<file path="src/rtl/calc_keypad_scan_if.sv">
// Command strobe bundle from the keypad scanner to the calculator core.
interface calc_keypad_scan_if;
  logic [3:0] cmd;
  logic       cmd_valid;
  logic       key_held;

  modport master (output cmd, output cmd_valid, output key_held);
  modport slave  (input  cmd, input  cmd_valid, input  key_held);
endinterface

</file>
<file path="src/rtl/calc_keypad_scan.sv">
// 4x4 active-low keypad scanner with debounce; one-cycle command strobe per accepted press.
// Optional auto-repeat of a held key is built when KEYPAD_REPEAT_EN is defined.
module calc_keypad_scan #(
  parameter int unsigned SCAN_DIV       = 1000,
  parameter int unsigned DEBOUNCE_SCANS = 4,
  parameter logic [3:0]  IDLE_CODE      = 4'b1111,
  parameter int unsigned REPEAT_SCANS   = 64
) (
  input  logic               clock,
  input  logic               reset,
  input  logic [3:0]         col_n,
  output logic [3:0]         row_n,
  calc_keypad_scan_if.master cmd_if
);

  localparam int unsigned SW = $clog2(SCAN_DIV);
  localparam int unsigned CW = $clog2(DEBOUNCE_SCANS + 1);
  localparam logic [SW-1:0] SLOT_LAST = SW'(SCAN_DIV - 1);
  localparam logic [CW-1:0] DB_V      = CW'(DEBOUNCE_SCANS);
  localparam logic [CW-1:0] CNT_ONE   = CW'(1);
  localparam bit            DB_ONE    = (DEBOUNCE_SCANS == 1);

  if (SCAN_DIV < 4) begin : g_bad_scan_div
    $error("calc_keypad_scan: SCAN_DIV must be >= 4");
  end
  if (DEBOUNCE_SCANS < 1) begin : g_bad_debounce
    $error("calc_keypad_scan: DEBOUNCE_SCANS must be >= 1");
  end
  if (REPEAT_SCANS < 1) begin : g_bad_repeat
    $error("calc_keypad_scan: REPEAT_SCANS must be >= 1");
  end

  typedef enum logic [1:0] {
    IDLE,
    PRESS_DB,
    HELD,
    RELEASE_DB
  } state_t;

  logic [3:0]    col_s1, col_s2;
  logic [SW-1:0] slot;
  logic [1:0]    row;
  logic [3:0]    row_q;
  logic          slot_last, scan_end;

  // Hits accumulated over rows 0..2 of the current scan; count saturates at 2 (MULTI).
  logic [1:0]    acc_cnt;
  logic [3:0]    acc_key;
  logic [1:0]    row_cnt;
  logic [1:0]    row_col;
  logic [2:0]    sum_cnt;
  logic [1:0]    tot_cnt;
  logic [3:0]    tot_key;
  logic          is_none, is_single;

  state_t        state, state_nx;
  logic [CW-1:0] cnt, cnt_nx, cnt_inc;
  logic [3:0]    cand, cand_nx;
  logic          strobe, rep_fire, strobe_all;

  logic [3:0]    cmd_q;
  logic          valid_q, held_q;

  assign slot_last = (slot == SLOT_LAST);
  assign scan_end  = slot_last && (row == 2'd3);
  assign row_n     = row_q;

  always_ff @(posedge clock or negedge reset) begin
    if (!reset) begin
      col_s1  <= '1;
      col_s2  <= '1;
      slot    <= '0;
      row     <= '0;
      row_q   <= 4'b1110;
      acc_cnt <= '0;
      acc_key <= '0;
    end else begin
      col_s1 <= col_n;
      col_s2 <= col_s1;
      if (slot_last) begin
        slot  <= '0;
        row   <= row + 2'd1;
        row_q <= {row_q[2:0], row_q[3]};
        if (scan_end) begin
          acc_cnt <= '0;
          acc_key <= '0;
        end else begin
          acc_cnt <= tot_cnt;
          acc_key <= tot_key;
        end
      end else begin
        slot <= slot + SW'(1);
      end
    end
  end

  // Column sample of the current row merged with earlier rows; only consumed in a slot's last cycle.
  always_comb begin
    row_cnt = '0;
    row_col = '0;
    for (int unsigned c = 0; c < 4; c++) begin
      if (!col_s2[c]) begin
        if (row_cnt != 2'd2) row_cnt = row_cnt + 2'd1;
        row_col = 2'(c);
      end
    end
    sum_cnt   = {1'b0, acc_cnt} + {1'b0, row_cnt};
    tot_cnt   = (sum_cnt >= 3'd2) ? 2'd2 : sum_cnt[1:0];
    tot_key   = (row_cnt != 2'd0) ? {row, row_col} : acc_key;
    is_none   = (tot_cnt == 2'd0);
    is_single = (tot_cnt == 2'd1);
  end

  assign cnt_inc = (cnt == '1) ? cnt : cnt + CW'(1);

  always_ff @(posedge clock or negedge reset) begin
    if (!reset) begin
      state <= IDLE;
      cnt   <= '0;
      cand  <= '0;
    end else begin
      state <= state_nx;
      cnt   <= cnt_nx;
      cand  <= cand_nx;
    end
  end

  always_comb begin
    state_nx = state;
    cnt_nx   = cnt;
    cand_nx  = cand;
    strobe   = 1'b0;
    if (scan_end) begin
      unique case (state)
        IDLE: begin
          if (is_single) begin
            cand_nx = tot_key;
            if (DB_ONE) begin
              strobe   = 1'b1;
              state_nx = HELD;
              cnt_nx   = '0;
            end else begin
              cnt_nx   = CNT_ONE;
              state_nx = PRESS_DB;
            end
          end
        end
        PRESS_DB: begin
          if (is_single && (tot_key == cand)) begin
            if (cnt_inc >= DB_V) begin
              strobe   = 1'b1;
              state_nx = HELD;
              cnt_nx   = '0;
            end else begin
              cnt_nx = cnt_inc;
            end
          end else if (is_single) begin
            cand_nx = tot_key;
            cnt_nx  = CNT_ONE;
          end else begin
            state_nx = IDLE;
            cnt_nx   = '0;
          end
        end
        HELD: begin
          if (is_none) begin
            if (DB_ONE) begin
              state_nx = IDLE;
              cnt_nx   = '0;
            end else begin
              state_nx = RELEASE_DB;
              cnt_nx   = CNT_ONE;
            end
          end
        end
        RELEASE_DB: begin
          if (is_none) begin
            if (cnt_inc >= DB_V) begin
              state_nx = IDLE;
              cnt_nx   = '0;
            end else begin
              cnt_nx = cnt_inc;
            end
          end else begin
            state_nx = HELD;
            cnt_nx   = '0;
          end
        end
      endcase
    end
  end

`ifdef KEYPAD_REPEAT_EN
  localparam int unsigned RW = $clog2(REPEAT_SCANS + 1);
  localparam logic [RW-1:0] REP_V = RW'(REPEAT_SCANS);

  logic [RW-1:0] rep, rep_nx, rep_inc;

  assign rep_inc = rep + RW'(1);

  // Only scans seen while already in HELD count; any other scan (including the one entering HELD) clears.
  always_comb begin
    rep_nx   = rep;
    rep_fire = 1'b0;
    if (scan_end) begin
      if ((state == HELD) && is_single && (tot_key == cand)) begin
        if (rep_inc >= REP_V) begin
          rep_fire = 1'b1;
          rep_nx   = '0;
        end else begin
          rep_nx = rep_inc;
        end
      end else begin
        rep_nx = '0;
      end
    end
  end

  always_ff @(posedge clock or negedge reset) begin
    if (!reset) rep <= '0;
    else        rep <= rep_nx;
  end
`else
  assign rep_fire = 1'b0;
`endif

  assign strobe_all = strobe | rep_fire;

  always_ff @(posedge clock or negedge reset) begin
    if (!reset) begin
      cmd_q   <= IDLE_CODE;
      valid_q <= 1'b0;
      held_q  <= 1'b0;
    end else begin
      cmd_q   <= strobe_all ? cand_nx : IDLE_CODE;
      valid_q <= strobe_all;
      held_q  <= (state_nx == HELD) || (state_nx == RELEASE_DB);
    end
  end

  assign cmd_if.cmd       = cmd_q;
  assign cmd_if.cmd_valid = valid_q;
  assign cmd_if.key_held  = held_q;

endmodule

</file>
<file path="src/flat_wrapper.sv">
// flat-port wrapper written by rule: the top's interface ports become plain ports
module calc_keypad_scan_flat 
#(
  parameter int unsigned SCAN_DIV       = 1000,
  parameter int unsigned DEBOUNCE_SCANS = 4,
  parameter logic [3:0]  IDLE_CODE      = 4'b1111,
  parameter int unsigned REPEAT_SCANS   = 64
)
  (clock, reset, col_n, row_n, cmd_if_cmd, cmd_if_cmd_valid, cmd_if_key_held);
  calc_keypad_scan_if cmd_if_i ();
  input  logic clock;
  input  logic reset;
  input  logic [3:0] col_n;
  output logic [3:0] row_n;
  output wire logic [$bits(cmd_if_i.cmd)-1:0] cmd_if_cmd;
  output wire logic [$bits(cmd_if_i.cmd_valid)-1:0] cmd_if_cmd_valid;
  output wire logic [$bits(cmd_if_i.key_held)-1:0] cmd_if_key_held;
  assign cmd_if_cmd = cmd_if_i.cmd;
  assign cmd_if_cmd_valid = cmd_if_i.cmd_valid;
  assign cmd_if_key_held = cmd_if_i.key_held;
  calc_keypad_scan #(.SCAN_DIV(SCAN_DIV), .DEBOUNCE_SCANS(DEBOUNCE_SCANS), .IDLE_CODE(IDLE_CODE), .REPEAT_SCANS(REPEAT_SCANS)) u_core (.clock(clock), .reset(reset), .col_n(col_n), .row_n(row_n), .cmd_if(cmd_if_i));
endmodule
</file>
<file path="config.mk">
export PLATFORM = sky130hd
export DESIGN_NAME = calc_keypad_scan_flat
export DESIGN_NICKNAME = d
export VERILOG_FILES = /design/src/rtl/calc_keypad_scan_if.sv /design/src/rtl/calc_keypad_scan.sv /design/src/flat_wrapper.sv
export SDC_FILE = /design/constraint.sdc
export NUM_CORES = 1
export LEC_CHECK = 0
export ABC_AREA = 1
export CAP_MARGIN = 20
export CORE_ASPECT_RATIO = 1.2
export CORE_MARGIN = 4
export CORE_UTILIZATION = 55
export DETAILED_ROUTE_END_ITERATION = 6
export MAX_ROUTING_LAYER = met4
export PLACE_DENSITY = 0.73
export SYNTH_ARGS = -nofsm -noshare
export SYNTH_HDL_FRONTEND = slang
export SYNTH_SLANG_ARGS = --single-unit
</file>
<file path="constraint.sdc">
create_clock -name clock -period 6.5 [get_ports clock]
set_clock_uncertainty 0.2 [all_clocks]
set_input_delay 0.975 -clock clock [delete_from_list [all_inputs] [get_ports clock]]
set_output_delay 0.975 -clock clock [all_outputs]
set_load 0.02 [all_outputs]
</file>
==> results.txt <==
- Required time worst endpoint: 6.52 ns
- Effective utilization at floorplan: 57.32%
- Yosys mapped the design onto 28 distinct sky130hd cell types.
- TritonCTS built the clock tree.
* Final period demand of the worst path: 3.761 ns
- Detailed Routing Iterations Pass 1: 4
- Measured against its own limit, the worst slew margin works out to 37.87%.
- Status: complete, no violations
- Cell types occupying the most area after synthesis: sky130_fd_sc_hd__dfrtp_1 (33%), sky130_fd_sc_hd__dfstp_2 (17%), sky130_fd_sc_hd__nand2_1 (9.7%)
- Number of antenna violations at the first check in global routing: 0
* Simple logic cell fraction of the synthesized area: 25.93%
- Worst reg2reg path startpoint: u_core.col_s2[0]$_DFF_PN1_
* Endpoint of the most critical register-to-register path: u_core.state[1]$_DFF_PN0_
- Dividing total power by cell area gives a power density of 222.9 nW/um^2.
- Top cell by count, worst path: sky130_fd_sc_hd__inv_1
* Number of filler instances in the final layout: 359
* Max-cap violations: 0
- GRT Overall Usage: 18.81%
* Share of layout cells above drive strength 1: 14.24%
- Seq/Total Area, Yosys: 50.27%
* Number of post-CTS setup repair buffers: 0
- CP Capture Point: u_core.state[1]$_DFF_PN0_
* Worst setup SP type: register
- Of the total synthesized cell area, the portion taken by full adders, half adders and majority gates is 4.725%.
- Registers take 1145 sq um.
- Number of warnings printed during yosys synthesis: 0
- FF+latch count, synth: 45
- The total overflow left after global routing is 0.
- Derived from the worst setup path, the maximum achievable clock frequency is 265.9 MHz.
* Worst ir drop on vdd: 152.8 uV
- Via count: 1,777
- Measured in cells, the most critical reg-to-reg path has a length of 18.
- Across all register-to-register paths, the minimum setup slack is 2.74 ns.
- Arrival @ worst endpoint: 3.79 ns
* CTS Hold Buffers Added: 0
- Once the clock tree was built, the resizer swapped 0 gates to a different size.
- In this run the clock root is driven by a sky130_fd_sc_hd__clkbuf_8.
- CP bufs+invs: 5
* Rows: 25
- Measured along the x axis, the die boundary spans 66.74 um.
- The HPWL after detailed placement is 2922 um.
- After detailed routing, the average wire length per cell comes to 11.37 um.
- Main combinational cell family by area after synthesis: simple AND/OR/NAND/NOR gates
- For this design, the sink count on the clock tree is 45.
- Once placement completed, the tool counted placed cells totaling 341.
* Fin nets: 308
- Counting buffers and inverters, the worst setup path is 18 cells deep.
- Num CTS Buffers: 5
- The congestion estimate from routability-driven global placement came to 0.8261.
- The synthesized design devotes to its leading area cell type 32.97% of total area.
- Wires add up to 3968 um.
- After synthesis, the mean cell area works out to 8.251 sq um.
* Clock slew at the register clock pins of the worst setup and hold paths: 0.08 ns
* Hold/Removal Path Class: register to register
- Area Growth Syn to Fin: 14.34%
* Number of H-tree levels: 2
- The detail route stage leaves a number of antenna-violating nets equal to 0.
- On the worst path, the slowest cell contributes a delay of 0.54 ns.
- In this run the cell area measured after placement is 2470 sq um.
* Period utilisation layout: 57.86%
* CP startpoint: u_core.col_s2[0]$_DFF_PN1_
* Number of top-level design ports: 16
* Post-Syn Instances: 276
- The number of max-slew violations in the final report is 0.
- Pin count of the biggest net entering global routing: 46
* Maximum number of buffers from clock root to sink: 2
* Clock latency on the worst-skew pair: 0.30 ns
- Category of cells accounting for the largest share of critical-path delay: simple AND/OR/NAND/NOR gates
- The first global-routing pass estimated 7458 um of wire.
- Setup repair after global routing left no endpoint under its margin.
- Synthesized net count: 290
* Standby leakage power: 1.263 nW
- Summed over all failing endpoints, the final setup total negative slack is 0 ns.
* Core box area: 3973 sq um
- Critical Setup Path Class: register to register
* Final Util: 65.54%
* Finished Cell Area: 2604 sq um
- Final Hold Fails: 0
- Final number of setup-violating endpoints: 0
- Multi-input logic area: 917.1 sq um
* Cell-by-cell listing of the critical path: inv_1 -> ha_1 -> nand2_1 -> nand2_1 -> inv_1 -> ha_1 -> or2_1 -> nand2_4 -> inv_1 -> ha_1 -> inv_1 -> fa_1 -> nand2_1 -> nor2_1 -> inv_1 -> nor3_1 -> nand3_1 -> a21oi_1
- Non-filler cells in the finished layout: 349
* Compound-Gate Fraction of Synth Area: 8.846%
* Vias/cell: 5.092
- Quantity of I/O buffers inserted on ports: 15
- Synth Area in XOR/XNOR: 0.7692%
* Remaining design rule violation count: 0
- Slowest cell on crit path: sky130_fd_sc_hd__dfstp_2
- For this block, the initial DRC count from the detailed router was 82.
* Antenna fix cells: 0
- Biggest area consumer among synthesized cells: sky130_fd_sc_hd__dfrtp_1
- The die covers 5238 sq um.
- The number of global-route vias before repair was 1,839.
* Crit. End Element: register
* Cell Area, Synth: 2277 sq um
- The worst hold path begins at u_core.col_s1[0]$_DFF_PN1_.
- Of the post-synthesis cell area, the part taken by muxes is 0%.
- At the pin with the least slew margin, the transition time is 0.9319 ns.
- Maximum fanout count along the critical path: 9
- Power after layout: 0.0005805 W
- From bottom edge to top edge, the die measures 78.49 um.
-- final cells by class --
class	count	area share, %
timing repair buffer	15	5.574
multi-input combinational	175	35.22
clock buffer	5	2.643
clock inverter	3	2.499
sequential	45	43.97
inverter	52	7.496
tap	54	2.595
-- metal layers --
metal / global-route usage, % / share of wire [%] / vias to the layer above
met5: - / 0 / -
met4: 7.114 / 2.1 / 0
met3: 4.721 / 2.9 / 10
met2: 31.35 / 50 / 27
met1: 21.60 / 45 / 835
li1: - / - / 905
-- cells in the final DEF (no fill, tap or decap) --
cell                              instances
sky130_fd_sc_hd__a211oi_1                 1
sky130_fd_sc_hd__a21oi_1                 14
sky130_fd_sc_hd__and3_1                   1
sky130_fd_sc_hd__buf_2                    1
sky130_fd_sc_hd__bufinv_16                2
sky130_fd_sc_hd__clkbuf_8                 5
sky130_fd_sc_hd__clkdlybuf4s50_1         14
sky130_fd_sc_hd__clkinv_1                 1
sky130_fd_sc_hd__clkinv_2                 1
sky130_fd_sc_hd__dfrtp_1                 30
sky130_fd_sc_hd__dfstp_2                 15
sky130_fd_sc_hd__fa_1                     1
sky130_fd_sc_hd__ha_1                     7
sky130_fd_sc_hd__inv_1                   49
sky130_fd_sc_hd__inv_2                    2
sky130_fd_sc_hd__nand2_1                 59
sky130_fd_sc_hd__nand2_2                 10
sky130_fd_sc_hd__nand2_4                  3
sky130_fd_sc_hd__nand3_1                 22
sky130_fd_sc_hd__nand4_1                  1
sky130_fd_sc_hd__nor2_1                  17
sky130_fd_sc_hd__nor2_2                   2
sky130_fd_sc_hd__nor3_1                  11
sky130_fd_sc_hd__o21ai_0                 13
sky130_fd_sc_hd__o221ai_1                 3
sky130_fd_sc_hd__o22ai_1                  4
sky130_fd_sc_hd__o31ai_1                  1
sky130_fd_sc_hd__or2_1                    2
sky130_fd_sc_hd__or2_2                    1
sky130_fd_sc_hd__xor2_1                   2
-- per-stage QoR --
step	hold WS, ns	setup WS [ns]
2_1_floorplan	0.1452	3.129
3_3_place_gp	0.1469	2.913
3_5_place_dp	0.1473	2.770
4_1_cts	0.1592	2.752
5_1_grt	0.1624	2.357
6_report	0.1584	2.739
-- cell usage after synthesis --
library cell / count
sky130_fd_sc_hd__a211oi_1: 1
sky130_fd_sc_hd__a21oi_1: 14
sky130_fd_sc_hd__and3_1: 1
sky130_fd_sc_hd__buf_2: 1
sky130_fd_sc_hd__buf_4: 1
sky130_fd_sc_hd__clkbuf_1: 2
sky130_fd_sc_hd__clkinv_1: 1
sky130_fd_sc_hd__dfrtp_1: 30
sky130_fd_sc_hd__dfstp_2: 15
sky130_fd_sc_hd__fa_1: 1
sky130_fd_sc_hd__ha_1: 7
sky130_fd_sc_hd__inv_1: 49
sky130_fd_sc_hd__inv_2: 2
sky130_fd_sc_hd__nand2_1: 59
sky130_fd_sc_hd__nand2_2: 10
sky130_fd_sc_hd__nand2_4: 3
sky130_fd_sc_hd__nand3_1: 22
sky130_fd_sc_hd__nand4_1: 1
sky130_fd_sc_hd__nor2_1: 17
sky130_fd_sc_hd__nor2_2: 2
sky130_fd_sc_hd__nor3_1: 11
sky130_fd_sc_hd__o21ai_0: 13
sky130_fd_sc_hd__o221ai_1: 3
sky130_fd_sc_hd__o22ai_1: 4
sky130_fd_sc_hd__o31ai_1: 1
sky130_fd_sc_hd__or2_1: 2
sky130_fd_sc_hd__or2_2: 1
sky130_fd_sc_hd__xor2_1: 2
-- state kept, by name, summed over array words and instances (netlist names) --
name and flops:
u_core.col_s2 4, u_core.col_s1 4, u_core.cmd_if.key_held 1, u_core.state 2
u_core.cnt 3, u_core.row 2, u_core.acc_key 4, u_core.cmd_if.cmd 4
u_core.row_n 4, u_core.slot 10, u_core.cand 4, u_core.cmd_if.cmd_valid 1
u_core.acc_cnt 2
-- worst min-delay path by stage --
stage / end / slack [ns] / cells past startpoint
after floorplan: u_core.col_s2[0]$_DFF_PN1_ / 0.15 / 0
after global placement: u_core.col_s2[2]$_DFF_PN1_ / 0.15 / 0
after detailed placement: u_core.col_s2[0]$_DFF_PN1_ / 0.15 / 0
after CTS: u_core.col_s2[0]$_DFF_PN1_ / 0.16 / 0
after global routing: u_core.col_s2[0]$_DFF_PN1_ / 0.16 / 0
final: u_core.col_s2[0]$_DFF_PN1_ / 0.16 / 0
-- power by group --
part           internal (W)  switching (W)   total, W  leakage (nW)
logic             0.0000164      0.0000337  0.0000501         0.633
clock network      0.000153      0.0000917   0.000244        0.0681
registers          0.000284     0.00000157   0.000286         0.562
total              0.000453       0.000127   0.000580          1.26
-- worst register-to-register path, delay by kind of cell, from the launching register on --
family / cells / cell delay [ns]
flip-flops: 1 / 0.54
buffers and inverters: 5 / 0.37
AO/OA/AOI/OAI: 1 / 0.16
adder cells (fa/ha/maj): 4 / 1.04
AND/OR/NAND/NOR: 8 / 1.38
-- kinds of logic (layout without fill, tap and decap cells) --
| kind of cell | Yosys count | after routing |
|---|---|---|
| compound gates | 36 | 36 |
| xor+xnor | 2 | 2 |
| simple gates | 129 | 129 |
| fa+ha+maj | 8 | 8 |
| buf+inv | 56 | 75 |
| flops | 45 | 45 |
(Power assumes the default switching activity.)
